## src/rtl/i2s_pkg.sv

```systemverilog
// i2s_pkg
// Shared definitions for the I2S transmit sequencer: FSM state encodings,
// default sample width and bit-clock divide ratio, and the frame length
// (one left plus one right sample).
// No ports.

package i2s_pkg;

  // Sequencer states. Plain constants keep the encoding stable for
  // older tools and for anything that peeks at the state register.
  localparam logic [1:0] ST_IDLE  = 2'd0;
  localparam logic [1:0] ST_RUN   = 2'd1;
  localparam logic [1:0] ST_DRAIN = 2'd2;

  localparam int DEF_SAMPLE_W  = 16;
  localparam int DEF_CLK_DIV   = 2;
  localparam int DEF_FRAME_LEN = 2 * DEF_SAMPLE_W;

  // Bits per stereo frame for an arbitrary sample width.
  function automatic int frame_len(input int sample_w);
    return 2 * sample_w;
  endfunction

endpackage

```

## src/rtl/i2s_sck_gen.sv

```systemverilog
// i2s_sck_gen
// Bit-clock divider. While run is high, SCK toggles every CLK_DIV fpga_clk
// cycles. The strobes are high during the cycle whose closing rising edge
// performs the corresponding SCK transition. Dropping run parks SCK low and
// restarts the divider, so the next run begins with a full low half-period.
// Ports:
//   fpga_clk  - system clock
//   nrst      - synchronous active-low reset
//   run       - divider enable
//   sck       - bit clock
//   sck_rise  - next edge takes SCK 0->1
//   sck_fall  - next edge takes SCK 1->0

module i2s_sck_gen #(
  parameter int CLK_DIV = 2
) (
  input  logic fpga_clk,
  input  logic nrst,
  input  logic run,
  output logic sck,
  output logic sck_rise,
  output logic sck_fall
);

  localparam int DIV_W = 8;

  logic [DIV_W-1:0] div_cnt;
  logic             div_done;

  assign div_done = (div_cnt == DIV_W'(CLK_DIV - 1));
  assign sck_rise = run && div_done && !sck;
  assign sck_fall = run && div_done && sck;

  always_ff @(posedge fpga_clk) begin
    if (!nrst) begin
      div_cnt <= '0;
      sck     <= 1'b0;
    end else if (!run) begin
      div_cnt <= '0;
      sck     <= 1'b0;
    end else if (div_done) begin
      div_cnt <= '0;
      sck     <= !sck;
    end else begin
      div_cnt <= div_cnt + DIV_W'(1);
    end
  end

endmodule

```

## src/rtl/i2s_tx_sequencer.sv

```systemverilog
// i2s_tx_sequencer
// Stereo I2S transmitter. A one-entry holding register accepts sample pairs
// over a valid/ready handshake; the serializer loads a full frame
// {left, right} from it and shifts it out MSB first, one bit per SCK period.
// If the holding register is empty at a frame boundary a silent frame is
// sent and underrun pulses. Dropping enable lets the current frame finish
// before going idle.
// Ports:
//   fpga_clk, nrst            - clock, synchronous active-low reset
//   enable                    - request streaming
//   s_valid/s_ready           - sample pair handshake
//   s_left/s_right            - two's complement samples
//   I2S_clk_out               - SCK
//   I2S_word_select           - WS (0 = left, 1 = right)
//   I2S_data_out              - SD
//   frame_start               - one-cycle pulse after every frame load
//   underrun                  - one-cycle pulse after a silent-frame load

module i2s_tx_sequencer
  import i2s_pkg::*;
#(
  parameter int SAMPLE_W = DEF_SAMPLE_W,
  parameter int CLK_DIV  = DEF_CLK_DIV
) (
  input  logic                fpga_clk,
  input  logic                nrst,
  input  logic                enable,
  input  logic                s_valid,
  output logic                s_ready,
  input  logic [SAMPLE_W-1:0] s_left,
  input  logic [SAMPLE_W-1:0] s_right,
  output logic                I2S_clk_out,
  output logic                I2S_word_select,
  output logic                I2S_data_out,
  output logic                frame_start,
  output logic                underrun
);

  localparam int FRAME_LEN = frame_len(SAMPLE_W);
  localparam int CNT_W     = $clog2(FRAME_LEN);
  localparam logic [CNT_W-1:0] LAST_BIT = CNT_W'(FRAME_LEN - 1);

  logic [1:0]            state;
  logic [SAMPLE_W-1:0]   hold_l;
  logic [SAMPLE_W-1:0]   hold_r;
  logic                  hold_full;
  logic [FRAME_LEN-1:0]  shreg;
  logic [CNT_W-1:0]      bit_cnt;
  logic [CNT_W-1:0]      next_bit;
  logic                  wrap_armed;
  logic                  sck_rise;
  logic                  sck_fall;
  logic                  frame_wrap;
  logic                  load_frame;
  logic                  load_empty;
  logic                  stop_frame;

  i2s_sck_gen #(
    .CLK_DIV (CLK_DIV)
  ) u_sck_gen (
    .fpga_clk (fpga_clk),
    .nrst     (nrst),
    .run      (state != ST_IDLE),
    .sck      (I2S_clk_out),
    .sck_rise (sck_rise),
    .sck_fall (sck_fall)
  );

  assign s_ready      = !hold_full;
  assign I2S_data_out = shreg[FRAME_LEN-1];

  // WS looks one bit ahead so it changes one SCK before each channel MSB.
  assign next_bit        = (bit_cnt == LAST_BIT) ? '0 : bit_cnt + CNT_W'(1);
  assign I2S_word_select = (state != ST_IDLE) && (next_bit >= CNT_W'(SAMPLE_W));

  // The last-bit compare is registered on the SCK rise so the frame-wrap
  // decision at the following fall only has to AND two flops.
  always_ff @(posedge fpga_clk) begin
    if (!nrst) begin
      wrap_armed <= 1'b0;
    end else if (sck_fall) begin
      wrap_armed <= 1'b0;
    end else if (sck_rise) begin
      wrap_armed <= (bit_cnt == LAST_BIT);
    end
  end

  assign frame_wrap = sck_fall && wrap_armed;

  // Frame boundary decisions. A wrap with enable low ends streaming, which
  // covers both DRAIN and enable dropping exactly at the boundary.
  always_comb begin
    load_frame = 1'b0;
    load_empty = 1'b0;
    stop_frame = 1'b0;
    if (state == ST_IDLE) begin
      load_frame = enable && hold_full;
    end else if (frame_wrap) begin
      if (enable) begin
        load_frame = 1'b1;
        load_empty = !hold_full;
      end else begin
        stop_frame = 1'b1;
      end
    end
  end

  always_ff @(posedge fpga_clk) begin
    if (!nrst) begin
      state <= ST_IDLE;
    end else if (load_frame) begin
      state <= ST_RUN;
    end else if (stop_frame) begin
      state <= ST_IDLE;
    end else if (state == ST_RUN && !enable) begin
      state <= ST_DRAIN;
    end else if (state == ST_DRAIN && enable) begin
      state <= ST_RUN;
    end
  end

  // Serializer: shift on every SCK fall; loads and stops happen on the
  // wrap fall instead of a shift.
  always_ff @(posedge fpga_clk) begin
    if (!nrst) begin
      shreg   <= '0;
      bit_cnt <= '0;
    end else if (load_frame) begin
      shreg   <= load_empty ? '0 : {hold_l, hold_r};
      bit_cnt <= '0;
    end else if (stop_frame) begin
      shreg   <= '0;
      bit_cnt <= '0;
    end else if (sck_fall) begin
      shreg   <= shreg << 1;
      bit_cnt <= bit_cnt + CNT_W'(1);
    end
  end

  // Holding register. An accept can only coincide with a silent-frame load
  // (the register is empty), so a pair arriving then waits for the next frame.
  always_ff @(posedge fpga_clk) begin
    if (!nrst) begin
      hold_full <= 1'b0;
      hold_l    <= '0;
      hold_r    <= '0;
    end else begin
      if (load_frame && !load_empty) begin
        hold_full <= 1'b0;
      end
      if (s_valid && s_ready) begin
        hold_l    <= s_left;
        hold_r    <= s_right;
        hold_full <= 1'b1;
      end
    end
  end

  always_ff @(posedge fpga_clk) begin
    if (!nrst) begin
      frame_start <= 1'b0;
      underrun    <= 1'b0;
    end else begin
      frame_start <= load_frame;
      underrun    <= load_empty;
    end
  end

endmodule

```

## config.mk

```make
export PLATFORM = sky130hd
export DESIGN_NAME = i2s_tx_sequencer
export DESIGN_NICKNAME = d
export VERILOG_FILES = /design/src/rtl/i2s_pkg.sv /design/src/rtl/i2s_sck_gen.sv /design/src/rtl/i2s_tx_sequencer.sv
export SDC_FILE = /design/constraint.sdc
export NUM_CORES = 1
export LEC_CHECK = 0
export ABC_CLOCK_PERIOD_IN_PS = 4700
export CELL_PAD_IN_SITES_DETAIL_PLACEMENT = 1
export CELL_PAD_IN_SITES_GLOBAL_PLACEMENT = 2
export CORE_ASPECT_RATIO = 1.25
export CORE_MARGIN = 2
export CORE_UTILIZATION = 37
export DETAILED_ROUTE_END_ITERATION = 7
export PLACE_DENSITY_LB_ADDON = 0.1
export SKIP_LAST_GASP = 1
export SYNTH_ARGS = -nofsm -noshare
export SYNTH_HDL_FRONTEND = slang
export SYNTH_HIERARCHICAL = 1
export SYNTH_SLANG_ARGS = --single-unit
export TNS_END_PERCENT = 20
```

## constraint.sdc

```tcl
create_clock -name fpga_clk -period 4.7 [get_ports fpga_clk]
set_input_delay 0.47 -clock fpga_clk [delete_from_list [all_inputs] [get_ports fpga_clk]]
set_output_delay 0.47 -clock fpga_clk [all_outputs]
set_load 0.005 [all_outputs]
```

==> impl_results.md, run 1 <==
* Setup crit start: u_sck_gen/div_cnt[0]
* Synth Area per Inst at 8.523 µm²
* First DRT Iteration DRCs at 148
* Clk pwr share at 0.464
* Reg2reg start: u_sck_gen/div_cnt[0]
* Root Buffer: clkbuf_16
* CTS tree: built
* Worst vdd ir at 0.0001872 V
* Sequential share of power at 0.450
* Hold Crit Class: reg2reg
* GRT Overall Usage at 0.1768
* Fill count at 1217
* Worst Path Required at 4930 ps
* RSZ-0062 raised after global routing: no
* Period utilization at 0.6384
* Startpoint types: register
* Final Net Count at 516
* Drt first pass iters at 4
* Clock sink count at 84
* Slew @ Worst Pin at 1010 ps
* Sequential share of the synthesized area at 0.4308
* Io pins at 42
* Ys async rst share at 0
* R2r setup slk at 1700 ps
* Wirelength per Cell at 15.40 µm
* Setup violators final at 0
* Clock Tree Buf Depth at 2
* Largest net degree at the start of global routing at 74
* Switch share at 0.2262
* Minimum clock period at 3000 ps
* DIE HEIGHT at 118.8 µm
* Fin. Hold Viols at 0
* Post-DP Area at 4239 µm²
* CTS Buf Count at 9
* Syn Inst Count at 458
* Skew final at 7.180 ps
* P per Cell Area at 374.4 nW/µm²
* Share of post-route cells with drive strength above 1 at 0.06861
* Synth Flop Type: dfxtp_1
* DP HPWL at 5667 µm
* Setup Buffers After CTS at 0
* Rows at 41
* Die ar. at 11390 µm²
* Fmax achieved at 333.3 MHz
* Design Area, Final at 4576 µm²
* Post-place setup slack at 1681 ps
* Crit path max fanout at 73
* Routability cong. at 0.7037
* Synth warn at 6
* Max-slew violations at 0
* Status: finished clean
* Post-CTS sizing at 0
* CP arrival at 3230 ps
* Max Cap Viol at 0
* CTS H-tree depth at 3
* Post-synth EDFFs at 0
* Mapped Nets at 498
* Antenna violations before repair at 0
* Setup crit end kind: register
* Vias in the first global route at 3263
* First-pass GRT wire length at 15760 µm
* Latest clock arrival within the worst-skew pair at 350 ps
* Antenna diodes at 0
* Combinational share of power at 0.087
* Cell area after synthesis at 3904 µm²
* Reg2reg path depth at 7
* Post-route setup TNS at 0 ps
* Worst rel slew slack at 0.3266
* Netlist cell types at 42
* Overall routed net length at 9397 µm
* DIE WIDTH at 95.87 µm
* CP Class: reg2reg
* Net Sw Power at 0.3875 mW
* Core area at 10210 µm²
* DR vias/cell at 5.289
* Critical path destination: bit_cnt[0]
* IO Port Bufs at 41
* Total grt overflow at 0
* Synth-to-Final Area Change at 17.21%
* Internal power at 1.326 mW
* Worst-path clk slew at 60 ps
* Residual DRC at 0
* Leak at 1.766 nW
* Yosys reg bits at 84
* Initial Util at 0.3824
* Post-route antenna net violation count at 0
* Hold_buf cts at 0
* Vias at 3226
* PnR worst setup slack at 1700 ps
* RR Endpoint: bit_cnt[0]
-- power by group through the flow --
stage	clock, mW	sequential (mW)	combinational (mW)
after global routing	0.853	0.774	0.168
after global placement	0	0.784	0.148
final	0.795	0.770	0.148
after CTS	0.822	0.770	0.152
after floorplan	0	0.778	0.107
after detailed placement	0	0.785	0.151
-- Yosys cell counts, types with 3 or more instances --
| library cell | instances | area (µm²) |
|---|---|---|
| buf_2 | 14 | 70.07 |
| ha_1 | 4 | 50.05 |
| inv_1 | 6 | 22.52 |
| buf_6 | 8 | 90.09 |
| dfxtp_1 | 84 | 1682 |
| xor2_1 | 3 | 26.28 |
| nand3_1 | 67 | 335.3 |
| nand2b_1 | 30 | 187.7 |
| or3_1 | 5 | 31.28 |
| xnor2_1 | 3 | 26.28 |
| a21oi_1 | 36 | 180.2 |
| o31ai_1 | 30 | 225.2 |
| mux2i_1 | 3 | 30.03 |
| buf_4 | 6 | 45.04 |
| o21ai_0 | 7 | 35.03 |
| nand2_1 | 69 | 259.0 |
| a21boi_0 | 33 | 247.7 |
| nor2_1 | 10 | 37.54 |
| clkbuf_1 | 10 | 37.54 |
-- critical path: stages (launching register included) --
cell and delay (ps):
dfxtp_1 400, ha_1 170, or4b_4 490, nor4_2 250, buf_4 640, o211ai_4 500
nand3_1 340, nor2_1 80
-- logic make-up after synthesis --
logic type                 count (synthesis)  share of synthesized area
DFF                                       84                     0.4308
and+or+nand+nor                          200                     0.2551
AOI/OAI and AO/OA                        113                     0.1968
xor gates and xnor gates                   6                    0.01346
adders and majority gates                  5                    0.01539
muxes                                      3                   0.007693
buffers and inverters                     47                    0.08077
-- sequential cells by signal (all words and copies together), names as in the netlist --
| register | cells |
|---|---|
| hold_full | 1 |
| hold_l | 16 |
| underrun | 1 |
| state | 2 |
| frame_start | 1 |
| u_sck_gen/div_cnt | 8 |
| wrap_armed | 1 |
| shreg | 32 |
| hold_r | 16 |
| bit_cnt | 5 |
| u_sck_gen/sck | 1 |
-- routing by layer --
layer | routed length (µm) | GRT usage | part of all wire | vias to the layer above
met5 | 0 | 0 | 0 | -
met4 | 187 | 0.07411 | 0.020 | 0
met3 | 352 | 0.04997 | 0.037 | 16
met2 | 4382 | 0.2784 | 0.47 | 47
met1 | 4475 | 0.2243 | 0.48 | 1543
li1 | - | - | - | 1620
-- worst min path at each step --
stage	start	to	slack [ps]	cells past startpoint
global route	hold_r[9]	hold_r[9]	490	2
floorplan	hold_r[1]	hold_r[1]	440	2
detailed placement	hold_r[9]	hold_r[9]	450	2
global placement	hold_r[9]	hold_r[9]	450	2
CTS	hold_r[9]	hold_r[9]	460	2
finish	hold_r[9]	hold_r[9]	460	2
-- cell type report --
class                           count  area (µm²)  share of cell area
Clock inverter                      4       70.07             0.01531
Clock buffer                       12       266.5             0.05824
Inverter                            6       22.52            0.004922
Tap cell                          129       161.4             0.03527
Multi-Input combinational cell    327        1916              0.4186
Timing Repair Buffer               48       457.9              0.1001
Sequential cell                    84        1682              0.3675
-- placed cells by master, fill, tap and decap left out, drive strengths merged, types with 8 or more instances in the layout --
cell type	count
dfxtp	84
a21boi	35
nand2b	30
clkbuf	12
buf	8
nor2	10
a21oi	37
nand2	69
o31ai	31
clkdlybuf4s50	40
nand3	67
-- per-stage QoR --
stage	utilization	cells	hold slack [ps]	power [mW]
6_report	0.4482	610	457.9	1.713
5_1_grt	0.4482	610	491.8	1.796
4_1_cts	0.4482	610	462.4	1.744
3_5_place_dp	0.4152	594	453.1	0.9367
3_3_place_gp	0.4152	594	445.9	0.9321
2_1_floorplan	-	458	435.3	0.8851
Power figures use the tool's default switching activity.
==> run 2: changes to the inputs <==
Settings changed: ABC_CLOCK_PERIOD_IN_PS 4700 to 3000, CORE_UTILIZATION 37 to 34.
Clock period 4.7 ns to 3 ns, I/O delays scaled along.
==> impl_results.md, run 2 (same netlist as run 1, synthesis figures left out) <==
* Residual DRC at 0
* Overall routed net length at 9743 µm
* Post-route antenna net violation count at 0
* Largest register FFs at 32
* Wirelength per Cell at 15.79 µm
* CP arrival at 2650 ps
* Clock Tree Buf Depth at 2
* Initial Util at 0.3505
* Hold Crit Class: in2reg
* Worst Path Required at 3260 ps
* Worst vdd ir at 0.0002709 V
* CP max stage cell: or4b_4
* Largest net degree at the start of global routing at 64
* Antenna violations before repair at 0
* Share of post-route cells with drive strength above 1 at 0.07054
* Fmax achieved at 417.5 MHz
* DP HPWL at 5736 µm
* Reg2reg path depth at 8
* P per Cell Area at 569.1 nW/µm²
* Period utilization at 0.7983
* First DRT Iteration DRCs at 119
* Post-place setup slack at 603.3 ps
* First-pass GRT wire length at 16440 µm
* CTS Buf Count at 9
* IO Port Bufs at 41
* Worst rel slew slack at 0.3306
* Setup crit end kind: register
* Reg2reg start: u_sck_gen/div_cnt[0]
* Slowest Stage Delay on Critical Path at 480 ps
* Slew @ Worst Pin at 999.4 ps
* Sequence of cells on the critical path: ha_1 > or4b_4 > nor4_2 > buf_4 > o2bb2ai_2 > buf_4 > nand3_1 > a21oi_1
* Die ar. at 12360 µm²
* PnR worst setup slack at 605.0 ps
* CTS tree: built
* Leak at 1.765 nW
* Hold Crit Depth at 3
* Core area at 11140 µm²
* CP most frequent cell: buf_4
* Crit path max fanout at 33
* Startpoint types: register
* Io pins at 42
* DIE HEIGHT at 123.8 µm
* Clock sink count at 84
* Max Cap Viol at 0
* Root Buffer: clkbuf_16
* Hold_sp: nrst
* DIE WIDTH at 99.84 µm
* Most frequent cells in the layout: 84 x dfxtp_1, 69 x nand2_1, 67 x nand3_1, 40 x clkdlybuf4s50_1, 36 x a21oi_1
* Hold_buf cts at 0
* Skew final at 6.306 ps
* Final Net Count at 518
* Worst-path clk slew at 60 ps
* Vias in the first global route at 3309
* Biggest regs: shreg: 32 flops, hold_l: 16 flops, hold_r: 16 flops
* Status: finished clean
* Rows at 43
* Max-slew violations at 0
* Post-route setup TNS at 0 ps
* Setup Buffers After CTS at 0
* Synth-to-Final Area Change at 17.31%
* CTS H-tree depth at 3
* CP Class: reg2reg
* Routability cong. at 0.7174
* Minimum clock period at 2395 ps
* Setup violators final at 0
* Drt first pass iters at 4
* Post-CTS sizing at 0
* Final core occ at 0.4112
* Antenna diodes at 0
* Reg with most FFs: shreg
* Latest clock arrival within the worst-skew pair at 330 ps
* Setup crit start: u_sck_gen/div_cnt[0]
* GRT Overall Usage at 0.1668
* Total grt overflow at 0
* DR vias/cell at 5.241
* Overall power at 2.606 mW
* Commonest non-fill, non-tap cell in the layout: dfxtp_1
* Fin. Hold Viols at 0
* Vias at 3234
* Hold WS at 407.5 ps
* Fill count at 1320
* RSZ-0062 raised after global routing: no
[run 2: cell count changes in the layout (fill, tap and decap cells not counted), sizes merged]
cell | before | now
clkinv | 2 | 4
buf | 8 | 10
clkbuf | 12 | 9
[run 2: routing by layer]
| metal | share of wire | vias to the layer above | track usage |
|---|---|---|---|
| met2 | 0.49 | 36 | 0.2897 |
| met4 | 0.0089 | 0 | 0.05137 |
| met1 | 0.48 | 1565 | 0.2093 |
| li1 | - | 1627 | - |
| met3 | 0.027 | 6 | 0.03255 |
| met5 | 0 | - | 0 |
[run 2: layout make-up]
class / instances / area [µm²] / share of cell area
multi-input cells: 327 / 1916 / 0.4183
flip-flops and latches: 84 / 1682 / 0.3672
repair buffers: 50 / 485.5 / 0.1060
clock buffers: 9 / 225.2 / 0.04918
well taps: 135 / 168.9 / 0.03689
clock inverters: 6 / 80.08 / 0.01749
inverters: 6 / 22.52 / 0.004918
[run 2: worst paths after layout]
| kind | end | slack, ps |
|---|---|---|
| min | shreg[3] | 410 |
| max | shreg[27] | 610 |
| min reg2reg | shreg[28] | 470 |
| max reg2reg | shreg[27] | 610 |
[run 2: worst max-delay path, delay by kind of cell, from the launching register on]
family          cells  cell delay, ps
fa+ha+maj           1             160
buf+inv             2             620
simple gates        3             850
flops               1             400
compound gates      2             280
[run 2: metrics by stage]
step                std cells  area [µm²]
global placement          602        4274
floorplan                 458        3904
detailed placement        602        4274
global route              617        4579
CTS                       617        4579
finish                    617        4579
[run 2: where the power goes]
part | leakage, nW | internal [mW] | switching (mW) | total [mW]
clock network | 0.155 | 0.719 | 0.443 | 1.16
registers | 0.686 | 1.17 | 0.0339 | 1.21
logic | 0.925 | 0.111 | 0.128 | 0.239
total | 1.77 | 2.00 | 0.604 | 2.61
==> variant (flow settings as in run 2) <==
Register the output `underrun` once more, without a reset; this adds one clock of latency there. The other outputs are not delayed to match. Comments in the files are not updated.
--- a/src/rtl/i2s_tx_sequencer.sv
+++ b/src/rtl/i2s_tx_sequencer.sv
@@ -39,6 +39,8 @@
   localparam int FRAME_LEN = frame_len(SAMPLE_W);
   localparam int CNT_W     = $clog2(FRAME_LEN);
   localparam logic [CNT_W-1:0] LAST_BIT = CNT_W'(FRAME_LEN - 1);
+
+  logic underrun_s0;
 
   logic [1:0]            state;
   logic [SAMPLE_W-1:0]   hold_l;
@@ -159,11 +161,15 @@
   always_ff @(posedge fpga_clk) begin
     if (!nrst) begin
       frame_start <= 1'b0;
-      underrun    <= 1'b0;
+      underrun_s0 <= 1'b0;
     end else begin
       frame_start <= load_frame;
-      underrun    <= load_empty;
+      underrun_s0 <= load_empty;
     end
+  end
+
+  always_ff @(posedge fpga_clk) begin
+    underrun <= underrun_s0;
   end
 
 endmodule
Formal check against the unedited RTL: same outputs for any inputs over 10 cycles, from zero or initial values and one cycle with nrst low; that may be too few to reach the edited logic, so the function may still have changed.
==> variant against run 2 <==
- area after synthesis grew 0.51%
- wire length shrank 1.8%
- final area shrank 1.2%
- synthesized cell count grew 0.22%
- power shrank 7.7%
- sequential cell count grew 1
- via count grew 0.68%
- setup slack lost 17 ps
- first-iteration DRC count grew 25%
- highest routed layer unchanged
==> variant: results (changes against run 2) <==
STA
  • Slew HR: 0.3392 (+0.008677)
  • Final hold slack: 343.6 ps (-63.89 ps)
  • Fin crit share: 0.8039 (+0.005544)
  • Clock skew: 4.121 ps (-2.185 ps)

CTS
  • Post-CTS setup buffer count: 0 (unchanged)
  • Clock Path Buffers: 2 (unchanged)
  • PostCTS Resize Cnt: 0 (unchanged)
  • Clock Latency Late Sink: 330 ps (about the same)
  • Clk root buf: clkbuf_16

Worst hold path
  • Worst hold path class: flip-flop to flip-flop
  • Worst min-delay path endpoint: underrun$_DFF_P_
  • Min-Delay Startpoint: underrun_s0$_SDFF_PN0_
  • Worst hold path stage count: 0 (-3)

Placed design
  • Hpwl dp: 5739 um (about the same)
  • Port Buffer Count: 41 (unchanged)
  • Placer Congestion: 0.7003 (-2.4%)
  • Post-Place Cells: 602 (unchanged)
  • Placed cell area: 4287 um^2 (+0.29%)
  • Worst slack at placement: 566.4 ps (-36.94 ps)

GRT
  • First-pass GRT wire length: 16210 um (-1.4%)
  • Gr usage total: 0.1646 (-0.002176)
  • Pin count of the biggest net entering global routing: 65 (+1.6%)

Worst setup path
  • Type of the worst setup path: flip-flop to flip-flop
  • FF-to-FF path depth: 7 (-1)
  • R2r endpoint: bit_cnt[3]$_SDFFE_PP0P_
  • Crit-path max FO: 34 (+3.0%)
  • Critical path arrival: 2630 ps (-20 ps)

Detailed routing
  • Via density: 5.303 (+1.2%)
  • Iter 0 DRT Violations: 149 (+25%)
  • Final WL: 9570 um (-1.8%)
  • Routed vias: 3256 (+0.68%)

Finish
  • Fin nets: 518 (unchanged)
  • Layout cell share with drive strength beyond 1: 0.05637 (-0.01417)
  • # fillers: 1323 (+0.23%)

Synthesis
  • Post-synthesis sequential area ratio: 0.4337 (+0.002904)
  • Mean post-synth cell area: 8.549 um^2 (+0.29%)
  • Top cells by area, synth: dfxtp_1 (43%), nand3_1 (8.5%), nand2_1 (6.6%)
  • Post-synth top cells: dfxtp_1 (85), nand2_1 (69), nand3_1 (67), a21oi_1 (36), a21boi_0 (33)
  • Mapped Nets: 499 (+0.20%)
  • Synth cell types: 42 (unchanged)

Status
  • Run status: finished, final reports clean

Power
  • Leak pwr: 1.728 nW (-2.1%)
  • Peak VDD IR: 0.0002334 V (-14%)
  • Sw Ratio: 0.2355 (+0.003610)
[variant: cell count changes in the layout (fill, tap and decap cells not counted)]
cell / delta
buf_4: -1
bufinv_16: -2
clkbuf_1: +3
clkinv_2: -4
dfxtp_1: +1
[variant: routing by layer]
metal	up-vias	GRT usage	wire (um)
met1	1582	0.2035	4606
li1	1625	-	-
met5	-	0	0
met4	0	0.06421	142
met3	12	0.02974	270
met2	37	0.2846	4551
[variant: power groups by stage]
stage	registers, mW	logic, mW	clock network (mW)
after detailed placement	1.24	0.243	0
after floorplan	1.23	0.168	0
after global routing	1.23	0.270	1.02
final	1.22	0.238	0.948
after CTS	1.22	0.244	0.987
after global placement	1.24	0.238	0
[variant: worst max-delay path: stages (launching register included)]
cell and delay (ps):
dfxtp_1 400, ha_1 160, or4b_4 490, nor4_2 220, buf_4 240, o211ai_4 350
nand3_1 350, nor2_1 70
[variant: cell families after synthesis]
group                    count (synthesis)  synth area share
AO/OA/AOI/OAI                          113            0.1958
multiplexers                             3          0.007653
AND/OR/NAND/NOR                        200            0.2538
flip-flops                              85            0.4337
XOR/XNOR                                 6           0.01340
adder cells (fa/ha/maj)                  5           0.01531
buffers and inverters                   47           0.08036
[variant: area by class of cell]
| class | count | area (um^2) | share of cell area |
|---|---|---|---|
| multi-input combinational | 327 | 1916 | 0.4235 |
| inverter | 6 | 22.52 | 0.004979 |
| sequential | 85 | 1702 | 0.3762 |
| clock buffer | 12 | 236.5 | 0.05228 |
| timing repair buffer | 49 | 478.0 | 0.1057 |
| tap | 135 | 168.9 | 0.03734 |
